**config.mk**
```make
export PLATFORM = sky130hd
export DESIGN_NAME = pdiv_gen
export DESIGN_NICKNAME = d
export VERILOG_FILES = /design/src/rtl/pdiv_gen.sv
export SDC_FILE = /design/constraint.sdc
export NUM_CORES = 1
export LEC_CHECK = 0
export CORE_UTILIZATION = 35
export CTS_CLUSTER_SIZE = 10
export DETAILED_ROUTE_END_ITERATION = 7
export PLACE_DENSITY = 0.65
export SETUP_SLACK_MARGIN = 0.15
export SLEW_MARGIN = 30
export SYNTH_ARGS = -nofsm -noshare
export SYNTH_HDL_FRONTEND = slang
export SYNTH_SLANG_ARGS = --single-unit
```
**constraint.sdc**
```tcl
create_clock -name clk_i -period 9.14 [get_ports clk_i]
set_clock_uncertainty 0.05 [all_clocks]
set_input_delay 2.285 -clock clk_i [delete_from_list [all_inputs] [get_ports clk_i]]
set_output_delay 2.285 -clock clk_i [all_outputs]
set_load 0.03 [all_outputs]
```
**src/rtl/pdiv_gen.sv**
```systemverilog
// pdiv_gen: routes every DIVISOR-th enabled input pulse to outd_o, the rest to outn_o.
// Define PDIV_PERIOD_MEAS_EN to measure the outd_o period on PERIOD.
module pdiv_gen #(
    parameter int CNT_W = 32
) (
    input  logic             clk_i,
    input  logic             reset_n_i,
    input  logic             inp_i,
    input  logic             enable_i,
    output logic             outd_o,
    output logic             outn_o,
    input  logic [CNT_W-1:0] DIVISOR,
    input  logic             DIVISOR_WSTB,
    input  logic [CNT_W-1:0] PHASE,
    input  logic             PHASE_WSTB,
    input  logic             FIRST_PULSE,
    input  logic             FIRST_PULSE_WSTB,
    output logic [CNT_W-1:0] COUNT,
    output logic [CNT_W-1:0] PERIOD
);
    logic [CNT_W-1:0] div_shadow, div_act, phase, last, start, base, cnt_next;
    logic first_pulse, inp_d, enable_d, live, route;
    logic en_rise, hit, wrap, outd_next, outn_next;

    always_comb begin
        last      = div_act - CNT_W'(1);
        start     = first_pulse ? last : (phase > last ? last : phase);
        en_rise   = enable_i & ~enable_d;
        hit       = enable_i & inp_i & ~inp_d;
        // an edge arriving with the enable edge is judged against the start value
        base      = en_rise ? start : COUNT;
        wrap      = hit & (base == last);
        cnt_next  = !enable_i ? COUNT : hit ? (wrap ? '0 : base + CNT_W'(1)) : base;
        outd_next = enable_i & inp_i & (hit ? wrap : live & route);
        outn_next = enable_i & inp_i & (hit ? ~wrap : live & ~route);
    end

    always_ff @(posedge clk_i or negedge reset_n_i) begin
        if (!reset_n_i) begin
            div_shadow  <= CNT_W'(1);
            div_act     <= CNT_W'(1);
            phase       <= '0;
            first_pulse <= 1'b0;
            inp_d       <= 1'b0;
            enable_d    <= 1'b0;
            COUNT       <= '0;
            live        <= 1'b0;
            route       <= 1'b0;
            outd_o      <= 1'b0;
            outn_o      <= 1'b0;
        end else begin
            inp_d    <= inp_i;
            enable_d <= enable_i;
            if (DIVISOR_WSTB) div_shadow <= (DIVISOR == '0) ? CNT_W'(1) : DIVISOR;
            if (PHASE_WSTB) phase <= PHASE;
            if (FIRST_PULSE_WSTB) first_pulse <= FIRST_PULSE;
            // divisor changes only take effect at a wrap while counting
            if (!enable_i || wrap) div_act <= div_shadow;
            COUNT  <= cnt_next;
            if (hit) route <= wrap;
            live   <= enable_i & inp_i & (hit | live);
            outd_o <= outd_next;
            outn_o <= outn_next;
        end
    end

`ifdef PDIV_PERIOD_MEAS_EN
    logic [CNT_W-1:0] per_cnt;
    logic             seen;

    always_ff @(posedge clk_i or negedge reset_n_i) begin
        if (!reset_n_i) begin
            per_cnt <= '0;
            seen    <= 1'b0;
            PERIOD  <= '0;
        end else begin
            per_cnt <= (&per_cnt) ? per_cnt : per_cnt + CNT_W'(1);
            if (en_rise) begin
                PERIOD <= '0;
                seen   <= 1'b0;
            end
            if (outd_next & ~outd_o) begin
                per_cnt <= CNT_W'(1);
                seen    <= 1'b1;
                if (seen && !en_rise) PERIOD <= per_cnt;
            end
        end
    end
`else
    assign PERIOD = '0;
`endif
endmodule

```
==> flow_summary_export.csv, run 1 <==
group,metric,value,unit
outcome,outcome,"finished, final reports clean",
setup_path,reg2reg_depth,22,
setup_path,cp_slowest_stage_delay,0.78,ns
clock_tree,cts_buffers,17,
layout,drive_gt1_share,15.3,%
layout,nNetsFinal,1139,
hold_path,hold_start,"div_shadow[31]",
layout,area_growth,20.0,%
setup_path,required,9.41,ns
pwr,p_clk_share,31.2,%
routing,wire_per_inst,19.8,um
yosys,synthesis.area,9260,sq um
global_route,overflow,0,
global_route,grt_start_max_net_pins,76,
clock_tree,cts_max_level,4,
yosys,synthCells,947,
layout,nFillCells,2530,
global_route,grt.total_usage,21.0,%
setup_path,worst_r2r_startpoint,"div_act[6]",
setup_path,worstPathArrival,8.03,ns
sta,hold_viol_final,0,
sta,setup_viol,0,
hold_path,hold_end,"div_act[31]",
yosys,synth_area_leaders,"dfrtp_1, mux2_2, xor2_1",
clock_tree,ctsHoldBuffers,0,
placement,port_buffers,105,
yosys,yosysTopAreaCellShare,35.9,%
yosys,async_reset_ff_share,100,%
routing,drtAntennaViolNets,0,
floorplan,die_h,165,um
pwr,ir_worst_vdd,0.102,mV
setup_path,worst-setup-path-type,"reg2reg",
pwr,cellLeakagePower,0.00441,uW
layout,fin_cells,1379,
floorplan,boundaryPins,138,
setup_path,cp_max_fo,25,
yosys,synth_top_area_cell,"dfrtp_1",
yosys,synth_ff_type,"dfrtp_1",
sta,final-max-slew-violation-count,0,
routing,finalWirelength,27.3,mm
placement,dp_cells,1349,
floorplan,die_w,165,um
sta,finalSetupTns,0,ns
setup_path,cp_cell_sequence,"or4_1 > or3_1 > nor3_1 > xnor2_1 > ha_1 > nand4_1 > nor4_1 > or3b_1 > o22a_2 > a21oi_1 > buf_4 > a21oi_1 > o21ai_0 > ha_1 > nand2_1 > a2111oi_0 > a211oi_1 > nor3_1 > nand4_1 > nor4_1 > xnor2_1 > nor2_1",
clock_tree,insertion_delay,0.44,ns
pwr,swShare,37.3,%
pwr,power.internal,1480,uW
clock_tree,clk_path_buf_depth,2,
clock_tree,cts_tree,"built",
placement,place_congestion,0.983,
pwr,seqPwrFrac,36.1,%
yosys,synth-edff-count,0,
sta,max_freq,129,MHz
sta,relSlewSlack,38.2,%
sta,layout_worst_path_cycle_share,84.9,%
layout,antenna_cells,0,
clock_tree,cts_setup_buffers,0,
floorplan,core-area,26000,sq um
floorplan,initial_utilization,35.7,%
hold_path,worstHoldPathCells,1,
clock_tree,cts.sinks,135,
clock_tree,cts-root-buf,"clkbuf_16",
global_route,grt_pass1_wl,42.5,mm
sta,rsz0062_at_grt,"no",
placement,dpl.hpwl,20.9,mm
clock_tree,cts.clk_slew.worst_paths,0.07,ns
routing,drc,0,
setup_path,worstSetupStartpoint,"div_act[6]",
yosys,avgSynthCellArea,9.78,sq um
pwr,p_per_area,213,nW/um^2
setup_path,start_kind,"flip-flop",
hold_path,hold_path_class,"reg2reg",
clock_tree,ctsResizeCount,0,
yosys,synth.distinct_cells,74,
routing,dr.first_iter.drc_count,724,
global_route,antenna_found_initial,0,
setup_path,cp-end-kind,"flip-flop",
setup_path,r2r_slack,1.38,ns
floorplan,die_area,27100,sq um
yosys,ys_seq_elements,135,
sta,worstMarginPinSlew,0.927,ns
yosys,ys_warn_count,0,
floorplan,placementRows,59,
yosys,ys_seq_area_share,36.5,%
pwr,netSwitchingPower,880,uW
setup_path,cpMaxStageDelayCell,"nor4_1",
routing,vias_per_cell,5.57,
pwr,combPwrFrac,32.8,%
routing,vias,7677,
sta,post-route-min-period,7.76,ns
global_route,grt_pass1_vias,7259,
setup_path,r2r-end,"COUNT[28]",
flow_run,maxCapViolations,0,
routing,drtPass1Iterations,5,
power groups by stage:
stage,Clock (uW),Sequential [uW],Combinational (uW)
floorplan,0,856,474
CTS,749,847,771
detailed placement,0,857,766
global placement,0,855,759
finish,736,852,775
global route,774,865,842
critical path: cells and delay by family, from the launching register on:
kind / cells / cell delay, ns
adders and majority gates: 2 / 0.65
AOI/OAI and AO/OA: 6 / 1.82
DFF: 1 / 0.49
xor gates and xnor gates: 2 / 0.46
buffers and inverters: 1 / 0.25
and+or+nand+nor: 11 / 3.92
layout make-up:
class | count | area, sq um | area share (%)
inverter | 12 | 45.0 | 0.405
clock buffer | 19 | 443 | 3.98
clock inverter | 11 | 175 | 1.58
multi-input combinational | 751 | 5510 | 49.6
tap | 335 | 419 | 3.77
sequential | 135 | 3380 | 30.4
timing repair buffer | 116 | 1140 | 10.2
registers in the layout, indices dropped and copies added (netlist names):
register	flops
route	1
first_pulse	1
enable_d	1
div_shadow	32
COUNT	32
outn_o	1
div_act	32
live	1
phase	32
outd_o	1
inp_d	1
cells in the mapped netlist, types with 20 or more instances:
library cell	number
a211oi_1	38
a21oi_1	31
buf_4	32
clkbuf_1	37
dfrtp_1	133
ha_1	34
mux2_2	63
mux2_4	29
nand2_1	70
nand4_1	24
nor2_1	89
nor3_1	21
nor4_1	26
o21ai_0	20
xnor2_1	43
xor2_1	51
worst max path at each step:
stage / endpoint / cells after the start / slack, ns
2_1_floorplan: COUNT[28] / 27 / 2.46
3_3_place_gp: COUNT[28] / 23 / 1.41
3_5_place_dp: COUNT[28] / 23 / 1.34
4_1_cts: COUNT[28] / 23 / 1.30
5_1_grt: COUNT[28] / 24 / 1.00
6_report: COUNT[28] / 22 / 1.38
cell families (layout without fill, tap and decap cells):
| family | after synthesis | after routing | synth area share [%] |
|---|---|---|---|
| AO/OA/AOI/OAI | 164 | 164 | 12.8 |
| adder cells (fa/ha/maj) | 34 | 34 | 4.59 |
| multiplexers | 96 | 96 | 12.8 |
| XOR/XNOR | 94 | 94 | 8.89 |
| AND/OR/NAND/NOR | 331 | 331 | 18.9 |
| flip-flops | 135 | 135 | 36.5 |
| other | 1 | 32 | 0.0405 |
| buffers and inverters | 92 | 158 | 5.43 |
layout by cell type, fill, tap and decap left out, drive strengths merged, types with 5 or more instances in the layout:
| cell | count |
|---|---|
| dfrtp | 133 |
| clkdlybuf4s50 | 104 |
| mux2 | 95 |
| nor2 | 90 |
| nand2 | 70 |
| xor2 | 51 |
| xnor2 | 43 |
| a211oi | 38 |
| ha | 34 |
| conb | 32 |
| nor4 | 32 |
| a21oi | 31 |
| nand4 | 25 |
| nor3 | 23 |
| o21ai | 23 |
| nand3 | 19 |
| clkbuf | 19 |
| and2 | 18 |
| inv | 13 |
| buf | 12 |
| a221oi | 11 |
| and3 | 10 |
| or3 | 7 |
| a31oi | 7 |
| or4 | 6 |
| o221ai | 5 |
| or2 | 5 |
| a21o | 5 |
through the flow:
stage | util, % | hold slack [ns] | power, uW | setup slack, ns | instance area [sq um]
3_5_place_dp | 40.4 | 0.441 | 1620 | 1.34 | 10500
4_1_cts | 42.8 | 0.455 | 2370 | 1.30 | 11100
6_report | 42.8 | 0.444 | 2360 | 1.38 | 11100
3_3_place_gp | 40.4 | 0.419 | 1610 | 1.41 | 10500
5_1_grt | 42.8 | 0.461 | 2480 | 1.00 | 11100
2_1_floorplan | - | 0.404 | 1330 | 2.46 | 9380
layer usage:
layer  vias up  part of all wire, %  GRT usage (%)
met4         0                  2.9           8.30
met5         -                    0              0
met1      3693                   45           29.2
met2       343                   44           31.1
li1       3587                    -              -
met3        54                  8.1           5.07
Power figures use the tool's default switching activity.
==> run 2, diff against run 1 <==
--- a/config.mk
+++ b/config.mk
@@ -8,7 +8,7 @@
 export CORE_UTILIZATION = 35
 export CTS_CLUSTER_SIZE = 10
 export DETAILED_ROUTE_END_ITERATION = 7
-export PLACE_DENSITY = 0.65
+export PLACE_DENSITY = 0.67
 export SETUP_SLACK_MARGIN = 0.15
 export SLEW_MARGIN = 30
 export SYNTH_ARGS = -nofsm -noshare
==> constraint.sdc (replaced) <==
create_clock -name clk_i -period 6.7 [get_ports clk_i]
set_clock_uncertainty 0.05 [all_clocks]
set_input_delay 1.675 -clock clk_i [delete_from_list [all_inputs] [get_ports clk_i]]
set_output_delay 1.675 -clock clk_i [all_outputs]
set_load 0.03 [all_outputs]
==> run 2 against run 1 <==
Wire length grew 0.36%; worst setup slack lost 0.96 ns; critical path type unchanged; first-iteration DRC count shrank 1.8%.
==> flow_summary_export.csv, run 2 (synthesis results as in run 1) <==
group,metric,value,unit
outcome,outcome,"finished, final reports clean",
routing,drtAntennaViolNets,0,
pwr,combPwrFrac,34.7,%
floorplan,die_w,165,um
global_route,antenna_found_initial,0,
placement,place_area,10800,sq um
sta,layout_worst_path_cycle_share,93.8,%
setup_path,start_kind,"flip-flop",
routing,vias_per_cell,5.58,
sta,rsz0062_at_grt,"no",
sta,worstMarginPinSlew,0.796,ns
floorplan,core-area,26000,sq um
flow_run,maxCapViolations,0,
global_route,grt_pass1_vias,7507,
pwr,swShare,37.2,%
pwr,power.internal,2060,uW
setup_path,cp_max_fo,9,
layout,area_growth,24.8,%
placement,place_congestion,0.980,
global_route,grt_pass1_wl,43.6,mm
routing,dr.first_iter.drc_count,711,
floorplan,die_area,27100,sq um
layout,mostFrequentLayoutCell,"dfrtp_1",
setup_path,required,6.96,ns
layout,antenna_cells,0,
layout,nNetsFinal,1186,
routing,finalWirelength,27.4,mm
placement,dpl.hpwl,21.5,mm
pwr,netSwitchingPower,1220,uW
clock_tree,cts_tree,"built",
clock_tree,cts.clk_slew.worst_paths,0.06,ns
clock_tree,insertion_delay,0.43,ns
setup_path,cp_cell_sequence,"inv_1 > ha_1 > or4b_4 > nor4_4 > buf_4 > nand2_1 > xnor2_1 > ha_1 > nand4_1 > or3_4 > or3b_1 > o22a_1 > a21o_1 > buf_4 > a211o_1 > a2111oi_4 > nand4_2 > nor4b_4 > nand4_1 > a32o_1",
sta,finalSetupTns,0,ns
sta,hold_viol_final,0,
global_route,overflow,0,
clock_tree,clk_path_buf_depth,2,
layout,most-common-layout-cells,"dfrtp_1, clkdlybuf4s50_1, nor2_1",
routing,wire_per_inst,19.2,um
global_route,grt.total_usage,21.3,%
setup_path,cpMaxStageDelayCell,"or4b_4",
hold_path,hold_path_class,"reg2reg",
placement,dp_cells,1389,
placement,port_buffers,105,
setup_path,cp_slowest_stage_delay,0.56,ns
sta,relSlewSlack,47.0,%
setup_path,cp-end-kind,"flip-flop",
clock_tree,cts_buffers,17,
floorplan,placementRows,59,
clock_tree,cts.sinks,135,
pwr,seqPwrFrac,35.1,%
pwr,cellLeakagePower,0.00467,uW
clock_tree,cts_max_level,4,
routing,drc,0,
pwr,p_per_area,283,nW/um^2
sta,post-route-min-period,6.28,ns
setup_path,worst-setup-path-type,"reg2reg",
clock_tree,ctsHoldBuffers,0,
floorplan,initial_utilization,35.7,%
global_route,grt_start_max_net_pins,85,
sta,final-max-slew-violation-count,0,
layout,nFillCells,2469,
sta,max_freq,159,MHz
routing,vias,7975,
pwr,ir_worst_vdd,0.132,mV
clock_tree,cts-root-buf,"clkbuf_16",
layout,fin_cells,1428,
routing,drtPass1Iterations,7,
layout,drive_gt1_share,20.0,%
floorplan,die_h,165,um
sta,setup_viol,0,
floorplan,boundaryPins,138,
setup_path,worstPathArrival,6.55,ns
layout,fin_area,11600,sq um
pwr,p_clk_share,30.2,%
## run 2: path summary, 6_finish.rpt
path | slack (ns) | endpoint | cells past startpoint | startpoint
max | 0.42 | COUNT[31] | 20 | div_act[0]
min | 0.43 | div_act[13] | 1 | div_shadow[13]
max reg2reg | 0.42 | COUNT[31] | 20 | div_act[0]
min reg2reg | 0.43 | div_act[13] | 1 | div_shadow[13]
max in group asynchronous | 4.25 | outd_o | 2 | reset_n_i
min in group asynchronous | 1.21 | div_shadow[23] | 1 | reset_n_i
## run 2: layout make-up
class | instances | area (sq um) | area share (%)
Multi-Input combinational cell | 751 | 5600 | 48.4
Sequential cell | 135 | 3380 | 29.2
Timing Repair Buffer | 163 | 1500 | 13.0
Clock buffer | 19 | 453 | 3.92
Tap cell | 335 | 419 | 3.62
Clock inverter | 13 | 169 | 1.46
Inverter | 12 | 45.0 | 0.390
## run 2: per-layer routing
metal	global-route usage, %	vias to the layer above	part of all wire, %
li1	-	3679	-
met1	30.5	3904	46
met2	32.9	343	45
met3	2.86	49	6.5
met4	6.88	0	2.4
met5	0	-	0
## run 2: worst max-delay path, delay by kind of cell (launching register included)
kind / cells / cell delay (ns)
xor gates and xnor gates: 1 / 0.19
and+or+nand+nor: 9 / 2.85
DFF: 1 / 0.42
buffers and inverters: 3 / 0.51
adders and majority gates: 2 / 0.53
AOI/OAI and AO/OA: 5 / 1.61
## run 2: per-stage QoR
step | setup slack, ns | power, uW | hold WS [ns] | util (%)
after floorplan | 0.250 | 1820 | 0.404 | -
after global placement | 0.210 | 2260 | 0.415 | 41.6
final | 0.416 | 3280 | 0.432 | 44.5
after global routing | 0.0961 | 3450 | 0.463 | 44.5
after detailed placement | 0.0612 | 2270 | 0.422 | 41.6
after CTS | 0.215 | 3270 | 0.436 | 44.1
## run 2: timing repair
action	4_1_cts	5_1_grt
buffers inserted	0	7
gates resized for setup	3	10
setup endpoints to repair	7	18
pin swaps	0	1
hold endpoints to repair	0	0
## run 2: power by group through the flow
stage                     combinational [uW]  clock (uW)  sequential (uW)
after global routing                    1240        1040             1160
final                                   1140         990             1150
after global placement                  1100           0             1150
after CTS                               1120        1010             1140
after detailed placement                1120           0             1160
after floorplan                          648           0             1170
==> run 3, diff against run 2 <==
--- a/config.mk
+++ b/config.mk
@@ -5,10 +5,12 @@
 export SDC_FILE = /design/constraint.sdc
 export NUM_CORES = 1
 export LEC_CHECK = 0
-export CORE_UTILIZATION = 35
+export CELL_PAD_IN_SITES_DETAIL_PLACEMENT = 0
+export CELL_PAD_IN_SITES_GLOBAL_PLACEMENT = 2
+export CORE_UTILIZATION = 31
 export CTS_CLUSTER_SIZE = 10
 export DETAILED_ROUTE_END_ITERATION = 7
-export PLACE_DENSITY = 0.67
+export PLACE_DENSITY = 0.85
 export SETUP_SLACK_MARGIN = 0.15
 export SLEW_MARGIN = 30
 export SYNTH_ARGS = -nofsm -noshare
==> run 3 against run 2 <==
Via count shrank 1.8%; clock-buffer cell count is 2 lower; flip-flop and latch count is the same; critical path depth grew 4; wire length increased by 7.8%; utilization decreased by 4.6 points; cell area barely moved; global-route usage shrank 1.3 points; non-clock buffer count fell by 1; critical path type unchanged; critical endpoint is now COUNT[28]; largest cell class unchanged; largest power group is now combinational logic.
==> flow_summary_export.csv, run 3 (synthesis results as in run 1) <==
group,metric,value,unit
setup_path,cp_max_fo,9,
setup_path,r2r_slack,0.46,ns
floorplan,initial_utilization,31.9,%
setup_path,worst_r2r_startpoint,"div_act[0]",
floorplan,boundaryPins,138,
floorplan,core-area,29000,sq um
floorplan,placementRows,62,
global_route,grt.total_usage,20.0,%
sta,relSlewSlack,39.1,%
clock_tree,cts.sinks,135,
global_route,grt_start_max_net_pins,77,
placement,port_buffers,105,
sta,rsz0062_at_grt,"no",
clock_tree,cts_buffers,17,
global_route,overflow,0,
sta,max_freq,160,MHz
routing,wire_per_inst,20.0,um
clock_tree,cts_max_level,4,
floorplan,die_w,175,um
setup_path,endpoint,"COUNT[28]",
pwr,ir_worst_vdd,0.181,mV
setup_path,worstSetupStartpoint,"div_act[0]",
global_route,antenna_found_initial,0,
placement,dpl.hpwl,22.7,mm
sta,setup_viol,0,
routing,drtPass1Iterations,8,
routing,vias_per_cell,5.31,
layout,most-common-layout-cells,"dfrtp_1, clkdlybuf4s50_1, nor2_1",
setup_path,reg2reg_depth,24,
outcome,outcome,"finished, final reports clean",
sta,post-route-min-period,6.24,ns
layout,nNetsFinal,1185,
clock_tree,clk_path_buf_depth,2,
sta,worstMarginPinSlew,0.914,ns
layout,drive_gt1_share,19.9,%
layout,nFillCells,2935,
setup_path,start_kind,"flip-flop",
pwr,p_per_area,279,nW/um^2
layout,register_area,3380,sq um
routing,drc,0,
sta,final-max-slew-violation-count,0,
setup_path,cp-end-kind,"flip-flop",
placement,place_congestion,0.873,
sta,layout_worst_path_cycle_share,93.1,%
layout,mostFrequentLayoutCell,"dfrtp_1",
routing,drtAntennaViolNets,0,
clock_tree,cts_tree,"built",
setup_path,worstPathArrival,6.51,ns
routing,dr.first_iter.drc_count,494,
layout,antenna_cells,0,
layout,area_growth,24.9,%
global_route,grt_pass1_wl,46.4,mm
routing,finalWirelength,29.6,mm
global_route,grt_pass1_vias,7825,
pwr,cellLeakagePower,0.00464,uW
floorplan,die_h,175,um
sta,finalSetupTns,0,ns
setup_path,worst-setup-path-type,"reg2reg",
routing,vias,7832,
setup_path,r2r-end,"COUNT[28]",
layout,postLayoutCoreUtil,39.9,%
sta,hold_viol_final,0,
layout,multi_input_area,5590,sq um
clock_tree,cts.clk_slew.worst_paths,0.07,ns
floorplan,die_area,30600,sq um
flow_run,maxCapViolations,0,
hold_path,hold_path_class,"reg2reg",
setup_path,required,6.97,ns
clock_tree,insertion_delay,0.44,ns
clock_tree,cts-root-buf,"clkbuf_16",
run 3: area by class of cell:
| type | instances | area share (%) |
|---|---|---|
| Clock inverter | 15 | 1.36 |
| Timing Repair Buffer | 162 | 12.9 |
| Sequential cell | 135 | 29.2 |
| Inverter | 12 | 0.389 |
| Clock buffer | 17 | 3.68 |
| Multi-Input combinational cell | 751 | 48.3 |
| Tap cell | 384 | 4.15 |
run 3: worst min path at each step:
stage / slack [ns] / start / endpoint / depth (start not counted)
6_report: 0.44 / div_shadow[31] / div_act[31] / 1
5_1_grt: 0.46 / div_shadow[12] / div_act[12] / 1
4_1_cts: 0.45 / div_shadow[31] / div_act[31] / 1
3_5_place_dp: 0.43 / div_shadow[31] / div_act[31] / 1
3_3_place_gp: 0.43 / route / route / 2
2_1_floorplan: 0.40 / div_shadow[13] / div_act[13] / 1
run 3: report_power, final:
group	total [uW]	switching, uW	internal, uW
sequential	1140	199	939
clock	947	421	526
combinational	1150	645	502
run 3: critical path: stages (launching register included):
cell,delay [ns]
dfstp_2,0.43
inv_1,0.13
ha_1,0.20
or4b_4,0.59
nor4_4,0.37
nand4_1,0.16
xor2_1,0.20
ha_1,0.31
nand4_1,0.19
or3_1,0.50
or3b_1,0.41
o22a_1,0.27
a211oi_1,0.26
a22oi_1,0.14
nand2_1,0.12
ha_1,0.15
nand2_1,0.10
a2111oi_0,0.42
a211oi_1,0.15
nor3_1,0.15
nand4_1,0.12
buf_4,0.20
nor4_1,0.28
xnor2_1,0.17
nor2_1,0.06
run 3: through the flow:
stage          power, uW  setup slack (ns)  hold slack, ns  instances  instance area, sq um
2_1_floorplan       1820             0.250           0.404        978                  9400
3_3_place_gp        2280             0.218           0.432       1442                 10900
3_5_place_dp        2290             0.254           0.434       1442                 10900
4_1_cts             3250             0.203           0.450       1474                 11500
5_1_grt             3410             0.202           0.462       1476                 11600
6_report            3230             0.461           0.444       1476                 11600
run 3: metal layers:
layer,wire (um),GRT usage (%),vias to the layer above
met2,14000,32.5,234
met4,561,5.80,0
met5,0,0,-
met3,1500,2.96,42
li1,-,-,3687
met1,13500,27.4,3869
run 3: repair_timing:
action / CTS / global route
gates resized for setup: 0 / 10
hold buffers: 0 / 0
setup buffers: 0 / 2
endpoints found under the hold margin: 0 / 0
setup endpoints to repair: 0 / 16
==> RTL edit 1, RTL diff (config.mk and constraints of run 3) <==
The option `PDIV_PERIOD_MEAS_EN` is turned on by a define.
--- a/src/rtl/pdiv_gen.sv
+++ b/src/rtl/pdiv_gen.sv
@@ -1,5 +1,7 @@
 // pdiv_gen: routes every DIVISOR-th enabled input pulse to outd_o, the rest to outn_o.
 // Define PDIV_PERIOD_MEAS_EN to measure the outd_o period on PERIOD.
+`define PDIV_PERIOD_MEAS_EN
+
 module pdiv_gen #(
     parameter int CNT_W = 32
 ) (
Behaviour: not the same (Yosys sat finds a counterexample within 4 cycles, from zero or initial values and one cycle with reset_n_i low).
==> RTL edit 1 against run 3 <==
Sequential cell count grew 65. Synthesized area grew 29%. Hold slack gained 4.5 ps. Wire length grew 31%. Cell area grew 28%. Count of clock-buffer cells in the layout is the same. Power grew 26%. Worst setup slack lost 220 ps. Highest routed layer unchanged.
==> RTL edit 1: results (changes against run 3) <==
| Metric | Value |
|---|---|
| Post-CTS Resized | 2 (+2) |
| Placed instance count | 1850 (+28%) |
| Pre-antenna DRT Iters | 4 (-4) |
| Initial drt markers | 598 (+21%) |
| Switching Share | 37.3% (-1.8 points) |
| Crit path max fanout | 10 (+1) |
| Sequential group power | 1.70 mW (+49%) |
| Drt total wl | 38700 um (+31%) |
| Status | complete, no violations |
| Tot Pwr | 4.08 mW (+26%) |
| Gp weighted congestion | 0.958 (+9.8%) |
| Synth top area cells | dfrtp_1, mux2_2, xnor2_1, xor2_1, nor2_1 |
| Most instantiated cells after synthesis | dfrtp_1, nor2_1, mux2_2 |
| WL met2 | 18400 um (+31%) |
| All-layer global routing usage | 20.5% (+0.52 points) |
| Hold Crit Start | div_shadow[16]$_DFFE_PN0P_ |
| Worst vdd ir | 0.198 mV (+9.8%) |
| Hold Path End | div_act[16]$_DFFE_PN0P_ |
| Synth Area in Compound Gates | 13.4% (+0.53 points) |
| Post-synthesis adder-cell area fraction | 3.67% (-0.93 points) |
| Post-synthesis xor/xnor area fraction | 10.7% (+1.9 points) |
| Share of power burned in the clock network | 27.4% (-1.9 points) |
| Crit share post-route | 96.4% (+3.2 points) |
| Worst-Skew Late Latency | 470 ps (+30 ps) |
| Reg2reg end | COUNT[31]$_DFFE_PN0P_ |
| Post-DR vias/cell | 5.31 (+0.15%) |
| M1 wire length | 17200 um (+27%) |
| Global Route met1 Usage | 26.6% (-0.87 points) |
| Input/output buffers | 137 (+30%) |
| Placed cell area | 0.0141 mm^2 (+29%) |
[RTL edit 1: final cells by class]
| cell class | instances | area (um^2) |
|---|---|---|
| clock buffer | 17 | 425 |
| clock inverter | 15 | 209 |
| fill | 3750 | 23000 |
| inverter | 20 | 75.1 |
| multi-input combinational | 932 | 6660 |
| sequential | 200 | 5010 |
| tap | 511 | 639 |
| timing repair buffer | 188 | 1770 |
[RTL edit 1: worst max path at each step]
stage	to	cells past startpoint
2_1_floorplan	COUNT[28]$_DFFE_PN0P_	25
3_3_place_gp	COUNT[31]$_DFFE_PN0P_	18
3_5_place_dp	COUNT[31]$_DFFE_PN0P_	17
4_1_cts	COUNT[31]$_DFFE_PN0P_	20
5_1_grt	COUNT[31]$_DFFE_PN0P_	20
6_report	COUNT[31]$_DFFE_PN0P_	18
==> RTL edit 2, RTL diff (settings of run 3) <==
Made on the original files. Add an input register stage for `inp_i`, `enable_i`, `DIVISOR`, `DIVISOR_WSTB`, `PHASE` and `PHASE_WSTB`, without a reset; this delays them by one clock.
--- a/src/rtl/pdiv_gen.sv
+++ b/src/rtl/pdiv_gen.sv
@@ -18,6 +18,23 @@
     output logic [CNT_W-1:0] COUNT,
     output logic [CNT_W-1:0] PERIOD
 );
+
+    logic inp_q;
+    logic enable_q;
+    logic [CNT_W-1:0] DIVISOR_q;
+    logic DIVISOR_WSTB_q;
+    logic [CNT_W-1:0] PHASE_q;
+    logic PHASE_WSTB_q;
+
+    always_ff @(posedge clk_i) begin
+        inp_q          <= inp_i;
+        enable_q       <= enable_i;
+        DIVISOR_q      <= DIVISOR;
+        DIVISOR_WSTB_q <= DIVISOR_WSTB;
+        PHASE_q        <= PHASE;
+        PHASE_WSTB_q   <= PHASE_WSTB;
+    end
+
     logic [CNT_W-1:0] div_shadow, div_act, phase, last, start, base, cnt_next;
     logic first_pulse, inp_d, enable_d, live, route;
     logic en_rise, hit, wrap, outd_next, outn_next;
@@ -25,14 +42,14 @@
     always_comb begin
         last      = div_act - CNT_W'(1);
         start     = first_pulse ? last : (phase > last ? last : phase);
-        en_rise   = enable_i & ~enable_d;
-        hit       = enable_i & inp_i & ~inp_d;
+        en_rise   = enable_q & ~enable_d;
+        hit       = enable_q & inp_q & ~inp_d;
         // an edge arriving with the enable edge is judged against the start value
         base      = en_rise ? start : COUNT;
         wrap      = hit & (base == last);
-        cnt_next  = !enable_i ? COUNT : hit ? (wrap ? '0 : base + CNT_W'(1)) : base;
-        outd_next = enable_i & inp_i & (hit ? wrap : live & route);
-        outn_next = enable_i & inp_i & (hit ? ~wrap : live & ~route);
+        cnt_next  = !enable_q ? COUNT : hit ? (wrap ? '0 : base + CNT_W'(1)) : base;
+        outd_next = enable_q & inp_q & (hit ? wrap : live & route);
+        outn_next = enable_q & inp_q & (hit ? ~wrap : live & ~route);
     end
 
     always_ff @(posedge clk_i or negedge reset_n_i) begin
@@ -49,16 +66,16 @@
             outd_o      <= 1'b0;
             outn_o      <= 1'b0;
         end else begin
-            inp_d    <= inp_i;
-            enable_d <= enable_i;
-            if (DIVISOR_WSTB) div_shadow <= (DIVISOR == '0) ? CNT_W'(1) : DIVISOR;
-            if (PHASE_WSTB) phase <= PHASE;
+            inp_d    <= inp_q;
+            enable_d <= enable_q;
+            if (DIVISOR_WSTB_q) div_shadow <= (DIVISOR_q == '0) ? CNT_W'(1) : DIVISOR_q;
+            if (PHASE_WSTB_q) phase <= PHASE_q;
             if (FIRST_PULSE_WSTB) first_pulse <= FIRST_PULSE;
             // divisor changes only take effect at a wrap while counting
-            if (!enable_i || wrap) div_act <= div_shadow;
+            if (!enable_q || wrap) div_act <= div_shadow;
             COUNT  <= cnt_next;
             if (hit) route <= wrap;
-            live   <= enable_i & inp_i & (hit | live);
+            live   <= enable_q & inp_q & (hit | live);
             outd_o <= outd_next;
             outn_o <= outn_next;
         end
Formal check against the unedited RTL: not equivalent (Yosys sat finds a counterexample within 4 cycles, from zero or initial values and one cycle with reset_n_i low).
==> RTL edit 2 against run 3 <==
Cell area up 12%. Maximum frequency up 0.92%. Wire length up 2.7%. Critical path depth down 3. Sequential cell count up 68. Synthesized area up 15%. Worst setup slack better by 57 ps. Cell count up 9.3%. Via count up 5.2%. Die area up 15%. Power up 21%. Critical path type unchanged.
==> RTL edit 2: results (changes against run 3) <==
| Metric | Value |
|---|---|
| Antenna diodes | 0 (unchanged) |
| Share of cells above drive strength 1 | 14.4% (-5.5 points) |
| Met2 Track Usage GR | 26.6% (-5.9 points) |
| Dpl hpwl | 23300 um (+3.0%) |
| Total power divided by cell area | 302 mW/mm^2 (+8.1%) |
| TritonCTS Buffers | 25 (+8) |
| DR vias | 8243 (+5.2%) |
| Worst Tran Pin Value | 916 ps (+2.41 ps) |
| Crit path max fanout | 8 (-1) |
| # fillers | 3299 (+12%) |
| Hold Path End | inp_d$_DFF_PN0_ |
| Post-Syn Instances | 1039 (+9.7%) |
| Largest net degree at the start of global routing | 83 (+7.8%) |
| Status | complete, no violations |
| Hold Crit Start | inp_q$_DFF_P_ |
| All-layer global routing usage | 17.4% (-2.6 points) |
| M1 wire length | 14800 um (+9.4%) |
| Post-synthesis sequential area ratio | 44.6% (+8.1 points) |
| Net count, final | 1253 (+5.7%) |
| Sequential group power | 1.58 mW (+39%) |
| FF-to-FF path depth | 21 (-13%) |
| Clock Tree Buf Depth | 3 (+1) |
| Gp weighted congestion | 0.892 (+2.2%) |
| Initial drt markers | 589 (+19%) |
| First-pass GRT wire length | 47600 um (+2.7%) |
| P_int | 2.58 mW (+31%) |
| Storage cell area | 0.00474 mm^2 (+40%) |
| ClkCell Share | 5.94% (+0.90 points) |
| Seq/total area | 36.6% (+7.4 points) |
| R2R Setup Slk | 520 ps (+60 ps) |
| Delay-heaviest family, CP | simple AND/OR/NAND/NOR gates |
| Final Instance Count excl. Fillers | 1614 (+9.3%) |
| Netlist cell types | 86 (+16%) |
| CP peak stage delay | 650 ps (+60 ps) |
| Clk_buf instances | 42 (+25) |
| Ys async rst share | 66.5% (-33 points) |
| WL met2 | 13300 um (-4.8%) |
| Placed cell area | 0.0121 mm^2 (+11%) |
| Logic inverters | 23 (+11) |
| P_leak | 4.99 nW (+7.4%) |
| Arrival time worst endpoint | 6600 ps (+90 ps) |
| Place WS | 458 ps (+204 ps) |
| Hold Path Depth | 0 (-1) |
| Hold_ws | 297 ps (-147 ps) |
| Crit-path slowest cell | dfstp_2 |
| Global Route met1 Usage | 25.4% (-2.0 points) |
| Pre-antenna DRT Iters | 5 (-3) |
| CTS H-tree depth | 1 (-3) |
| #MultiIn Comb | 764 (+1.7%) |
| Worst vdd ir | 0.191 mV (+6.0%) |
| Synth top area cells | dfrtp_1, dfxtp_1, mux2_2, xnor2_1, ha_1 |
| Met3 wire len | 1490 um (-0.73%) |
| Routing usage on met3 | 2.38% (-0.58 points) |
| Worst-Skew Late Latency | 550 ps (+110 ps) |
| Comb power frac | 27.0% (-8.5 points) |
| Number of global-route vias before repair | 7980 (+2.0%) |
| Final non-clock buffer share | 9.57% (-3.3 points) |
| Global route overflow | 0 (unchanged) |
==> RTL edit 2: changes by cell type after synthesis, moves of 15 or more <==
cell	change
mux2_1	+22
nor2_1	-20
nand3_1	+15
xor2_1	-22
mux2_4	-29
and2_1	-15
dfxtp_1	+68
a211oi_1	-31
o21ai_0	+17
==> RTL edit 2: logic make-up after synthesis <==
logic type,Yosys count,share of synthesized area (%)
flip-flops,203,44.6
AND/OR/NAND/NOR,338,17.4
buffers and inverters,103,5.06
multiplexers,97,10.2
other,1,0.0352
adder cells (fa/ha/maj),34,4.00
AO/OA/AOI/OAI,179,11.5
XOR/XNOR,84,7.18
==> RTL edit 2: worst max path at each step <==
stage          slack (ps)               startpoint                     to  cells past startpoint
2_1_floorplan         890   div_act[0]$_DFFE_PN1P_  COUNT[30]$_DFFE_PN0P_                     24
3_3_place_gp          410  div_act[22]$_DFFE_PN0P_  COUNT[27]$_DFFE_PN0P_                     17
3_5_place_dp          460   div_act[2]$_DFFE_PN0P_  COUNT[27]$_DFFE_PN0P_                     16
4_1_cts               400   div_act[2]$_DFFE_PN0P_  COUNT[27]$_DFFE_PN0P_                     18
5_1_grt               160   div_act[0]$_DFFE_PN1P_  COUNT[27]$_DFFE_PN0P_                     19
6_report              520   div_act[0]$_DFFE_PN1P_  COUNT[28]$_DFFE_PN0P_                     21
==> RTL edit 2: worst reg2reg max path: stages (launching register included) <==
cell,delay [ps]
dfstp_2,650
inv_1,100
ha_1,270
nor4b_4,170
nand2_2,240
nor3_1,100
xnor2_1,560
ha_1,370
nand4_1,170
nor3_1,80
a22o_1,220
or3_1,430
o21ai_1,290
nor2_1,200
a21oi_1,240
ha_1,170
nand2_1,50
or2_2,350
or2_2,330
or3_1,480
or4_1,430
a21oi_1,150
